--- src/rtl/iter_compare_unit.sv ---
// Multi-cycle signed/unsigned magnitude comparator, scanning CHUNK bits per cycle MSB-first.
// Optional early exit on first differing chunk: define ITER_COMPARE_EARLY_EXIT_EN.
module iter_compare_unit #(
  parameter int WIDTH = 64,
  parameter int CHUNK = 8
) (
  input  logic             clk,
  input  logic             rst,
  input  logic             in_valid,
  output logic             in_ready,
  input  logic [WIDTH-1:0] a,
  input  logic [WIDTH-1:0] b,
  input  logic             is_signed,
  output logic             out_valid,
  input  logic             out_ready,
  output logic             lt,
  output logic             eq,
  output logic             busy
);

  localparam int NCHUNK = WIDTH / CHUNK;
  localparam int CW     = (NCHUNK > 1) ? $clog2(NCHUNK) : 1;
  localparam logic [CW-1:0] LAST = CW'(NCHUNK - 1);

  // state | meaning
  // IDLE  | waiting for a request, in_ready high
  // RUN   | comparing one chunk per cycle, MSB chunk first
  // DONE  | result presented, held until out_ready
  localparam logic [1:0] IDLE = 2'd0;
  localparam logic [1:0] RUN  = 2'd1;
  localparam logic [1:0] DONE = 2'd2;

  logic [1:0]       state_q, state_d;
  logic [WIDTH-1:0] a_q, a_d;
  logic [WIDTH-1:0] b_q, b_d;
  logic [CW-1:0]    cnt_q, cnt_d;
  logic             decided_q, decided_d;
  logic             lt_q, lt_d;

  logic [CHUNK-1:0] a_chunk [NCHUNK];
  logic [CHUNK-1:0] b_chunk [NCHUNK];
  logic [CHUNK-1:0] a_sl, b_sl;
  logic             sl_diff;

  for (genvar i = 0; i < NCHUNK; i++) begin : g_chunk
    assign a_chunk[i] = a_q[WIDTH-1-i*CHUNK -: CHUNK];
    assign b_chunk[i] = b_q[WIDTH-1-i*CHUNK -: CHUNK];
  end

  assign a_sl    = a_chunk[cnt_q];
  assign b_sl    = b_chunk[cnt_q];
  assign sl_diff = (a_sl != b_sl);

  always_comb begin
    state_d   = state_q;
    a_d       = a_q;
    b_d       = b_q;
    cnt_d     = cnt_q;
    decided_d = decided_q;
    lt_d      = lt_q;
    case (state_q)
      IDLE: begin
        if (in_valid) begin
          // Flipping both sign bits maps two's-complement order onto unsigned order.
          a_d            = a;
          b_d            = b;
          a_d[WIDTH-1]   = a[WIDTH-1] ^ is_signed;
          b_d[WIDTH-1]   = b[WIDTH-1] ^ is_signed;
          cnt_d          = '0;
          decided_d      = 1'b0;
          lt_d           = 1'b0;
          state_d        = RUN;
        end
      end
      RUN: begin
        if (!decided_q && sl_diff) begin
          decided_d = 1'b1;
          lt_d      = (a_sl < b_sl);
        end
        cnt_d = cnt_q + 1'b1;
        if (cnt_q == LAST) state_d = DONE;
`ifdef ITER_COMPARE_EARLY_EXIT_EN
        if (!decided_q && sl_diff) state_d = DONE;
`else
`endif
      end
      DONE: begin
        if (out_ready) state_d = IDLE;
      end
      default: state_d = IDLE;
    endcase
  end

  always_ff @(posedge clk or posedge rst) begin
    if (rst) begin
      state_q   <= IDLE;
      a_q       <= '0;
      b_q       <= '0;
      cnt_q     <= '0;
      decided_q <= 1'b0;
      lt_q      <= 1'b0;
    end else begin
      state_q   <= state_d;
      a_q       <= a_d;
      b_q       <= b_d;
      cnt_q     <= cnt_d;
      decided_q <= decided_d;
      lt_q      <= lt_d;
    end
  end

  assign in_ready  = (state_q == IDLE);
  assign busy      = (state_q != IDLE);
  assign out_valid = (state_q == DONE);
  assign lt        = out_valid & lt_q;
  assign eq        = out_valid & ~decided_q;

endmodule

--- config.mk ---
export PLATFORM = sky130hd
export DESIGN_NAME = iter_compare_unit
export DESIGN_NICKNAME = d
export VERILOG_FILES = /design/src/rtl/iter_compare_unit.sv
export SDC_FILE = /design/constraint.sdc
export NUM_CORES = 1
export LEC_CHECK = 0
export ABC_AREA = 0
export BUFFER_PORTS_ARGS = -buffer_cell sky130_fd_sc_hd__buf_2
export CAP_MARGIN = 5
export CORE_MARGIN = 5
export CORE_UTILIZATION = 50
export DETAILED_ROUTE_END_ITERATION = 10
export GPL_TIMING_DRIVEN = 0
export HOLD_SLACK_MARGIN = 0.1
export PLACE_DENSITY = 0.74
export SLEW_MARGIN = 20
export SYNTH_ARGS = -nofsm -noshare
export SYNTH_HDL_FRONTEND = slang
export SYNTH_SLANG_ARGS = --single-unit
--- constraint.sdc ---
create_clock -name clk -period 11.95 [get_ports clk]
set_input_delay 2.39 -clock clk [delete_from_list [all_inputs] [get_ports clk]]
set_output_delay 2.39 -clock clk [all_outputs]
set_load 0.1 [all_outputs]
After elaboration in Yosys (flattened, before gate mapping)
Cells that the tools add are included.

word-level totals
  flip-flop bits (word level) = 135
  input port bits = 133
  output and inout port bits = 5
  logic and storage cells = 49

operators by class
  add/sub/neg operators = 1
  $lt $le $gt $ge = 2
  equality and inequality tests = 8
  multiplexer cells = 17
  bitwise gates (word level) = 6
  reduce and logical (&&, ||, !) cells = 9

operator list
  operator                                                   number
  binary-select mux 8 bit (select 3 bit)                     2
  2-to-1 mux 8 bit                                           4
  less-than comparator 8 bit                                 1
  inequality test 8 bit                                      1
  2-to-1 mux 2 bit                                           3
  inequality test 2 bit (second input constant)              3
  one-hot mux 2 bit (3 select lines)                         1
  one-hot mux 3 bit (2 select lines)                         1
  AND reduction 3 bit                                        2
  greater-or-equal comparator 4 bit (second input constant)  1
  inverter 3 -> 4 bit                                        1
  one-hot mux 1 bit (2 select lines)                         2
  AND reduction 2 bit                                        2
  nonzero test 2 bit                                         2
  adder 3 x 1 -> 3 bit (second input constant)               1
  equality test 3 bit (second input constant)                1
  2-to-1 mux 1 bit                                           3
  2-to-1 mux 3 bit                                           1
  bitwise AND 1 bit                                          2
  equality test 2 x 1 -> 1 bit (second input constant)       1
  equality test 2 bit (second input constant)                1
  logical NOT 2 bit                                          1
  inequality test 2 x 1 -> 1 bit (second input constant)     1
  XOR 1 bit                                                  2
  other kinds (3)                                            3

Depth between registers and ports, before layout
Gate-level depths: netlist (run 1).

  depth after elaboration = 8
  mapped depth = 9
  gate-level depth less buffers = 7

Worst setup path after synthesis (run 1)
OpenSTA, ideal clock, no wires.

  kind = register to output
  start = reg state_q[0]
  end = out lt
  arrival time = 2,047 ps
  data required time = 9,560 ps
  path slack = 7,513 ps
  stages on the path, launching flop included = 4
  path buffers = 0
  cell sequence = dfrtp_1 > nand2b_1 > inv_1 > and2_1

between the ends
  cells in the longest elaborated chain, start to end = 2

ends and longest elaborated chain
  item                    line  RTL
  from (decl)             33    logic [1:0] state_q, state_d;
  from (signal assigned)  103   state_q <= state_d;
  equality test 2 bit     114   assign out_valid = (state_q == DONE);
  named net out_valid     14    output logic out_valid,
  bitwise AND 1 bit       115   assign lt = out_valid & lt_q;
  to (decl)               16    output logic lt,

The timed path passes the listed nets, and every way through them passes these cells.

Worst setup path after layout (run 1)
  start = reg state_q[0]
  end = out lt

between the ends
  cells in the longest elaborated chain, start to end = 2

ends and longest elaborated chain
  item                 line
  equality test 2 bit  114
  bitwise AND 1 bit    115

No other way between the ends.

==> flow_summary.toml, run 1 <==
[route]
drt-pass1-iter-count = 4
vias = 3858
ant_nets = 0
detail_route.wl_per_cell_um = 20.2
drt_wl_total_um = 14600
routed_via_density = 5.34
drc = 0
drt_iter0_drc = 117

[clock_tree]
cts_hold_buf = 0
cts.clk_slew.worst_paths_ns = 0.05
cts_buffers = 17
clk_path_buf_depth = 2
cts_resized = 0
htreeDepth = 4
cts_tree = "built"
root_buffer = "clkbuf_16"
clk_latency_ns = 0.42
clkSinkCount = 135
post_cts_buffers = 0

[placement]
postPlaceCellArea_sq_um = 7260
port_buffers = 137
dp_slack_ns = 8.34
post-dp-hpwl_um = 10600
gp_congestion = 0.772

[critical_path]
cp-start-kind = "flop"
cpPeakStageDelay_ns = 0.43
critPathMaxFanout = 5
cp.depth = 4
critPathRequiredTime_ns = 9.56
cp.arrival_ns = 1.65
path_buf_inv = 2
worst_r2r_path_depth = 9
cp_top_family = "buffers and inverters"
slowest_stage = "dfrtp_1"
criticalPathCategory = "flop to output port"
reg2reg_slack_ns = 9.19
cp_cell_sequence = "nand2b_1 > inv_1 > and2_1 > buf_2"
endpoint_kind = "output port"

[floorplanning]
num_rows = 41
dieArea_sq_um = 15000
core_sq_um = 12500
die_h_um = 122
io_pins = 138
start_util_pct = 50.5
die_w_um = 122

[grt]
grt_use_met1_pct = 27.1
antenna_found_initial = 0
grt_pass1_wl_um = 22800
gr-usage-met2_pct = 32.8
grt_pass1_vias = 4311
grt_usage_pct = 20.8
grt_max_degree = 80
grt_overflow = 0
top_usage_layer = "met2"
met3_usage_pct = 6.08

[sta]
fmax_mhz = 247
finalClockSkew_ns = 0.0115
relSlewSlack_pct = 56.0
fin_crit_sh_pct = 33.8
fin_setup_tns_ns = 0
slew_violations = 0
fin_crit_ns = 4.04
hold_viol_final = 0
setup_ws_ns = 7.91
setup_viol = 0
rsz0062_at_grt = "no"
tightestPinTransition_ns = 0.660

[final_layout]
n_fill_cell = 989
fin_area_sq_um = 7780
syn2layout_area_growth_pct = 23.0
multiInputGateArea_sq_um = 2760
drive_gt1_share_pct = 63.5
regArea_sq_um = 3380
nets = 683
num_antenna_cells = 0

[pwr]
leakagePower_nw = 3.56
p_total_mw = 2.22
ir_drop_v = 0.000115
power.density_nw_per_um2 = 285

[logic_synthesis]
synth_edf_count = 0
syn_nets = 526
syn_area_sq_um = 6330
synthFlopType = "dfrtp_1"
synth_cells = 383
syn_area_per_cell_sq_um = 16.5
synth-seq-area-share_pct = 53.4
async_reset_ff_share_pct = 100
yosys_warnings = 0
synth-seq-cells = 135
ys_types = 26

[hold_path]
holdPathStages = 1
hold_path_class = "flop to flop"

[status]
status = "finished clean"

[flow_run]
maxCapViolations = 0
==> report_power, final <==
| group | total [mW] | internal [mW] | switching [mW] | leakage, nW |
|---|---|---|---|---|
| Sequential | 0.812 | 0.690 | 0.122 | 1.61 |
| Combinational | 0.942 | 0.551 | 0.392 | 1.70 |
| Clock | 0.461 | 0.284 | 0.177 | 0.253 |
| Total | 2.22 | 1.52 | 0.690 | 3.56 |
==> layer usage <==
layer / routed length, um / up-vias
met5: 0 / -
met4: 350 / 0
met3: 675 / 25
met2: 7220 / 110
met1: 6360 / 1980
li1: - / 1743
==> layout make-up <==
| type | instances | share of cell area [%] |
|---|---|---|
| clock inverters | 3 | 0.225 |
| flip-flops and latches | 135 | 43.4 |
| plain buffers | 24 | 2.14 |
| repair buffers | 138 | 9.16 |
| multi-input cells | 219 | 35.5 |
| inverters | 5 | 0.338 |
| well taps | 172 | 2.76 |
| clock buffers | 27 | 6.46 |
==> worst reg2reg max path, cell delays in order (launching register included) <==
cell and delay, ns:
dfrtp_1 0.35, clkbuf_1 0.25, clkbuf_1 0.55, mux4_2 0.44, mux2i_1 0.19, ha_1 0.28, nor2b_1 0.14, o211ai_1 0.16
a21oi_1 0.09, o31ai_1 0.23
==> cell usage after synthesis, types with 2 or more instances <==
cell type	number	share of area (%)
dfrtp_1	135	53
inv_1	5	0.30
xnor2_1	2	0.28
nand4_1	2	0.20
a22o_1	2	0.28
and2_1	2	0.20
mux2_2	106	19
buf_6	8	1.4
a21oi_1	4	0.32
mux2i_1	9	1.4
mux4_1	2	0.83
nand2_1	5	0.30
clkbuf_1	3	0.18
nor2b_1	2	0.20
nor2_1	2	0.12
mux4_2	30	11
buf_2	13	1.0
mux2_4	29	6.9
o211ai_1	2	0.24
o21ai_0	5	0.40
ha_1	10	2.0
==> state kept, by name, indices dropped and copies added, names as in the netlist <==
register,cells
lt_q,1
b_chunk,64
decided_q,1
a_chunk,64
cnt_q,3
state_q,2
==> cell usage in the layout (no fill, tap or decap) <==
| cell | instances |
|---|---|
| a21oi_1 | 4 |
| a22o_1 | 2 |
| and2_1 | 2 |
| buf_16 | 1 |
| buf_2 | 150 |
| buf_6 | 8 |
| clkbuf_1 | 9 |
| clkbuf_16 | 17 |
| clkbuf_8 | 4 |
| clkinv_2 | 2 |
| clkinvlp_4 | 1 |
| dfrtp_1 | 135 |
| ha_1 | 10 |
| inv_1 | 4 |
| inv_8 | 1 |
| mux2_2 | 106 |
| mux2_4 | 29 |
| mux2i_1 | 9 |
| mux4_1 | 2 |
| mux4_2 | 30 |
| nand2_1 | 5 |
| nand2b_1 | 1 |
| nand3_1 | 1 |
| nand4_1 | 2 |
| nor2_1 | 2 |
| nor2_2 | 1 |
| nor2b_1 | 2 |
| o211ai_1 | 2 |
| o21ai_0 | 5 |
| o21bai_1 | 1 |
| o31ai_1 | 1 |
| xnor2_1 | 2 |
==> worst paths after layout <==
kind / start / endpoint
max reg2reg: cnt_q[1] / lt_q
max: state_q[0] / lt
min reg2reg: a_chunk[12] / a_chunk[12]
min: a_chunk[12] / a_chunk[12]
min in group asynchronous: rst / b_chunk[42]
max in group asynchronous: rst / a_chunk[53]
==> kinds of logic (layout without fill, tap and decap cells) <==
| group | after synthesis | after routing | synth area share (%) |
|---|---|---|---|
| AO/OA/AOI/OAI | 15 | 15 | 1.46 |
| XOR/XNOR | 2 | 2 | 0.277 |
| adder cells (fa/ha/maj) | 10 | 10 | 1.98 |
| buffers and inverters | 29 | 197 | 2.93 |
| flip-flops | 135 | 135 | 53.4 |
| multiplexers | 176 | 176 | 38.7 |
| AND/OR/NAND/NOR | 16 | 16 | 1.29 |
==> metrics by stage <==
step | hold slack [ns] | cells | utilization, %
global route | 0.514 | 723 | 62.2
detailed placement | 0.491 | 693 | 58.0
CTS | 0.504 | 723 | 62.2
floorplan | 0.445 | 383 | -
finish | 0.498 | 723 | 62.2
global placement | 0.482 | 692 | 57.7
Note: power is estimated with default switching activity, not from simulation.
==> inputs of run 2 (changes only) <==
Settings changed: CORE_UTILIZATION 50 to 49, PLACE_DENSITY 0.74 to 0.76.
Clock period 11.95 ns to 3.7 ns, I/O delays scaled along.
==> run 2 against run 1 <==
  * Final cell count stayed put
  * Worst setup slack worse by 7.0 ns
  * Hold slack worse by 0.14 ns
  * Non-clock buffer count is 3 higher
  * First-iteration DRC count is 43% higher
  * Count of clock-buffer cells in the layout is 5 lower
  * Flip-flop and latch count stayed put
==> flow_summary.toml, run 2 (synthesis results as in run 1) <==
[hold_path]
hold_path_class = "input port to async pin"

[route]
drt_iter0_drc = 167
vias = 3878
drt-pass1-iter-count = 4
detail_route.wl_per_cell_um = 20.4
drt_wl_total_um = 14800
ant_nets = 0
drc = 0
routed_via_density = 5.36

[pwr]
leakagePower_nw = 3.60
ir_drop_v = 0.000461
power.density_nw_per_um2 = 924

[final_layout]
layout_common_cells = "150 x buf_2, 135 x dfrtp_1, 106 x mux2_2"
num_antenna_cells = 0
nets = 686
drive_gt1_share_pct = 64.2
mostFrequentLayoutCell = "buf_2"
syn2layout_area_growth_pct = 24.4

[sta]
fmax_mhz = 359
fin_setup_tns_ns = 0
fin_crit_sh_pct = 75.2
finalClockSkew_ns = 0.00562
rsz0062_at_grt = "no"
hold_ws_ns = 0.363
tightestPinTransition_ns = 0.717
setup_viol = 0
hold_viol_final = 0
slew_violations = 0
relSlewSlack_pct = 52.2
fin_crit_ns = 2.78

[critical_path]
critPathRequiredTime_ns = 4.03
criticalPathCategory = "flop to flop"
slowest_stage = "clkbuf_1"
cp.depth = 9
path_buf_inv = 2
endpoint_kind = "flop"
crit_top_cell = "clkbuf_1"
critPathMaxFanout = 10
cp_cell_sequence = "clkbuf_1 > clkbuf_1 > mux4_2 > mux2i_1 > ha_1 > nor2b_1 > o211ai_1 > a21oi_1 > o31ai_1"
cp-start-kind = "flop"
cpPeakStageDelay_ns = 0.59
cp.arrival_ns = 3.11
cp_top_family = "buffers and inverters"
reg2reg_slack_ns = 0.92
worst_r2r_path_depth = 9

[placement]
post-dp-hpwl_um = 11100
gp_congestion = 0.773
port_buffers = 137

[clock_tree]
cts.clk_slew.worst_paths_ns = 0.05
root_buffer = "clkbuf_16"
cts_hold_buf = 0
post_cts_buffers = 0
cts_buffers = 17
htreeDepth = 4
cts_tree = "built"
clk_latency_ns = 0.42
clkSinkCount = 135
cts_resized = 0
clk_path_buf_depth = 2

[grt]
grt_usage_pct = 20.7
antenna_found_initial = 0
grt_overflow = 0
grt_pass1_wl_um = 22900
grt_max_degree = 35
grt_pass1_vias = 4280

[floorplanning]
num_rows = 41
die_w_um = 124
core_sq_um = 12600
die_h_um = 124
dieArea_sq_um = 15300
start_util_pct = 50.1
io_pins = 138

[status]
status = "finished clean"

[flow_run]
maxCapViolations = 0
[run 2: cell count changes in the layout (fill, tap and decap cells not counted), sizes merged]
cell | previous run | this run
buf | 159 | 162
inv | 5 | 4
clkinv | 2 | 3
clkbuf | 30 | 25
bufinv | 0 | 2
[run 2: power by group]
group | switching [mW] | internal, mW
sequential | 0.390 | 2.23
clock | 0.578 | 1.02
combinational | 1.27 | 1.78
[run 2: layout make-up]
| cell class | instances | area [sq um] |
|---|---|---|
| Fill cell | 1001 | 4750 |
| Sequential cell | 135 | 3380 |
| Multi-Input combinational cell | 219 | 2760 |
| Timing Repair Buffer | 141 | 773 |
| Clock buffer | 22 | 474 |
| Tap cell | 172 | 215 |
| Buffer | 24 | 166 |
| Clock inverter | 5 | 75.1 |
| Inverter | 5 | 22.5 |
[run 2: worst paths after layout]
kind | from | end
max | cnt_q[1] | lt_q
min | rst | b_chunk[22]
max reg2reg | cnt_q[1] | lt_q
min reg2reg | a_chunk[47] | a_chunk[47]
max in group asynchronous | rst | a_chunk[2]
min in group clk | a_chunk[47] | a_chunk[47]
[run 2: routing by layer]
metal / up-vias / wire, um / GRT usage (%)
li1: 1743 / - / -
met1: 2007 / 6120 / 27.1
met2: 107 / 7570 / 33.3
met3: 21 / 773 / 5.18
met4: 0 / 305 / 8.03
met5: - / 0 / 0
[run 2: per-stage QoR]
stage | total power, mW | worst slack [ns] | cells | util, % | instance area [sq um]
final | 7.27 | 0.916 | 723 | 62.4 | 7870
after global routing | 7.70 | 0.787 | 723 | 62.4 | 7870
after CTS | 7.33 | 0.879 | 723 | 62.4 | 7870
after detailed placement | 5.70 | 0.899 | 696 | 58.0 | 7320
after global placement | 5.53 | 0.558 | 692 | 57.3 | 7230
after floorplan | 4.90 | 0.913 | 383 | - | 6330
[run 2: worst register-to-register path, delay by kind of cell, from the launching register on]
family / cells / cell delay, ns
buffers and inverters: 2 / 0.85
AND/OR/NAND/NOR: 1 / 0.13
adder cells (fa/ha/maj): 1 / 0.27
AO/OA/AOI/OAI: 3 / 0.47
flip-flops: 1 / 0.35
multiplexers: 2 / 0.63
==> inputs of run 3 (changes only) <==
Settings changed: CORE_UTILIZATION 49 to 50, PLACE_DENSITY 0.76 to 0.74.
Clock period 3.7 ns to 2.6 ns, I/O delays scaled along.
==> run 3 against run 2 <==
  * Register-to-register slack worse by 0.82 ns
  * Non-clock buffer count up 8
  * Critical path type unchanged
  * Routed wire length up 1.7%
  * Maximum frequency up 11%
  * Sequential power up 43%
  * Critical path depth unchanged
  * Hold slack worse by 0.16 ns
  * Flip-flop and latch count unchanged
  * Sequential share of layout area down 1.2 points
  * Highest routed layer unchanged
  * Final cell count up 1.8%
  * Global-route usage up 0.57 points
==> flow_summary.toml, run 3 (synthesis results as in run 1) <==
[pwr]
ir_drop_v = 0.000597
leakagePower_nw = 3.70
power.density_nw_per_um2 = 1350

[placement]
post-dp-hpwl_um = 10900
port_buffers = 137
dp_slack_ns = -0.232
dp.cells = 696
gp_congestion = 0.776

[hold_path]
hold_path_class = "input port to async pin"

[critical_path]
criticalPathCategory = "flop to flop"
critPathMaxFanout = 6
reg2reg_slack_ns = 0.1
critPathRequiredTime_ns = 2.92
endpoint_kind = "flop"
worst_r2r_path_depth = 9
cp-start-kind = "flop"
cp.arrival_ns = 2.82
worstReg2RegEnd = "lt_q"
timing.rr.start = "cnt_q[0]"

[clock_tree]
clkSinkCount = 135
htreeDepth = 4
cts_buffers = 17
clk_latency_ns = 0.42
cts_tree = "built"
root_buffer = "clkbuf_16"
cts_hold_buf = 0
cts.clk_slew.worst_paths_ns = 0.06
clk_path_buf_depth = 2

[sta]
finalClockSkew_ns = 0.0101
slew_violations = 0
hold_viol_final = 0
setup_ws_ns = 0.0971
tightestPinTransition_ns = 0.694
fin_crit_ns = 2.50
setup_viol = 0
fin_crit_sh_pct = 96.3
fmax_mhz = 400
relSlewSlack_pct = 53.6

[grt]
grt_pass1_vias = 4431
antenna_found_initial = 0
grt_max_degree = 35
grt_pass1_wl_um = 23500
grt_overflow = 0
grt_usage_pct = 21.2

[route]
vias = 3914
routed_via_density = 5.32
ant_nets = 0
drt_iter0_drc = 125
drt_wl_total_um = 15000
detail_route.wl_per_cell_um = 20.4
drc = 0
drt-pass1-iter-count = 5

[flow_run]
maxCapViolations = 0

[floorplanning]
die_w_um = 122
dieArea_sq_um = 15000
num_rows = 41
die_h_um = 122
core_sq_um = 12500
start_util_pct = 50.5
io_pins = 138

[final_layout]
final_cells = 736
mostFrequentLayoutCell = "buf_2"
drive_gt1_share_pct = 66.8
num_antenna_cells = 0
syn2layout_area_growth_pct = 27.9
layout_common_cells = "148 x buf_2, 134 x dfrtp_1, 105 x mux2_2"
nets = 694

[status]
status = "finished clean"
-- run 3: cell count changes in the layout (fill, tap and decap cells not counted), moves of 2 or more --
cell      previous run  this run
buf_12               3         5
buf_2              150       148
buf_4                0         9
buf_6                8         6
clkbuf_1             5         1
clkbuf_8             3         6
clkinv_2             3         7
ha_1                10         7
ha_4                 0         3
mux4_1               2         0
mux4_2              30        32
-- run 3: worst max path at each step --
stage                    start     endpoint  slack [ns]  cells after the start
finish                cnt_q[0]         lt_q         0.1                      9
global route          cnt_q[0]         lt_q       -0.04                      9
CTS                   cnt_q[0]         lt_q       0.002                      9
detailed placement    cnt_q[1]         lt_q       -0.23                      9
global placement           rst  a_chunk[10]       -0.35                      2
floorplan           state_q[0]           lt        0.03                      3
-- run 3: cell type report --
cell class              count  area [sq um]
fillers                   945          4420
flip-flops and latches    135          3380
multi-input cells         219          2800
repair buffers            150           878
clock buffers              23           508
well taps                 172           215
plain buffers              23           196
clock inverters             9          95.1
inverters                   5          22.5
-- run 3: critical path, cell delays in order (launching register included) --
cell and delay, ns:
dfrtp_1 0.36, buf_6 0.16, clkbuf_16 0.16, mux4_2 0.53
mux2_2 0.31, ha_1 0.30, nand4_1 0.10, o211ai_1 0.28
nand3_1 0.11, o31ai_1 0.08
-- run 3: what timing repair did --
action,CTS,global route
pin swaps,1,4
gates cloned,0,1
setup buffers,0,8
gates resized for setup,7,11
endpoints found under the setup margin,2,2
-- run 3: layer usage --
layer  track usage (%)  share of wire [%]  up-vias
li1                  -                  -     1772
met1              27.6                 43     2000
met2              33.8                 51      117
met3              5.62                5.0       25
met4              9.10                1.9        0
met5                 0                  0        -
-- run 3: through the flow --
| stage | instance area, sq um | power, mW | utilization (%) | setup TNS (ns) | hold slack (ns) |
|---|---|---|---|---|---|
| 3_3_place_gp | 7230 | 7.88 | 57.8 | -45.62 | 0.480 |
| 6_report | 8090 | 10.9 | 64.7 | 0 | 0.205 |
| 4_1_cts | 7950 | 10.6 | 63.5 | 0 | 0.212 |
| 3_5_place_dp | 7330 | 8.11 | 58.5 | -0.311 | 0.489 |
| 2_1_floorplan | 6330 | 6.98 | - | 0 | 0.445 |
| 5_1_grt | 8090 | 11.6 | 64.7 | -0.0736 | 0.244 |
-- run 3: power breakdown --
part | switching, mW | internal [mW] | leakage [nW] | total, mW
registers | 0.580 | 3.17 | 1.61 | 3.75
clock network | 0.862 | 1.55 | 0.308 | 2.41
logic | 1.92 | 2.82 | 1.79 | 4.74
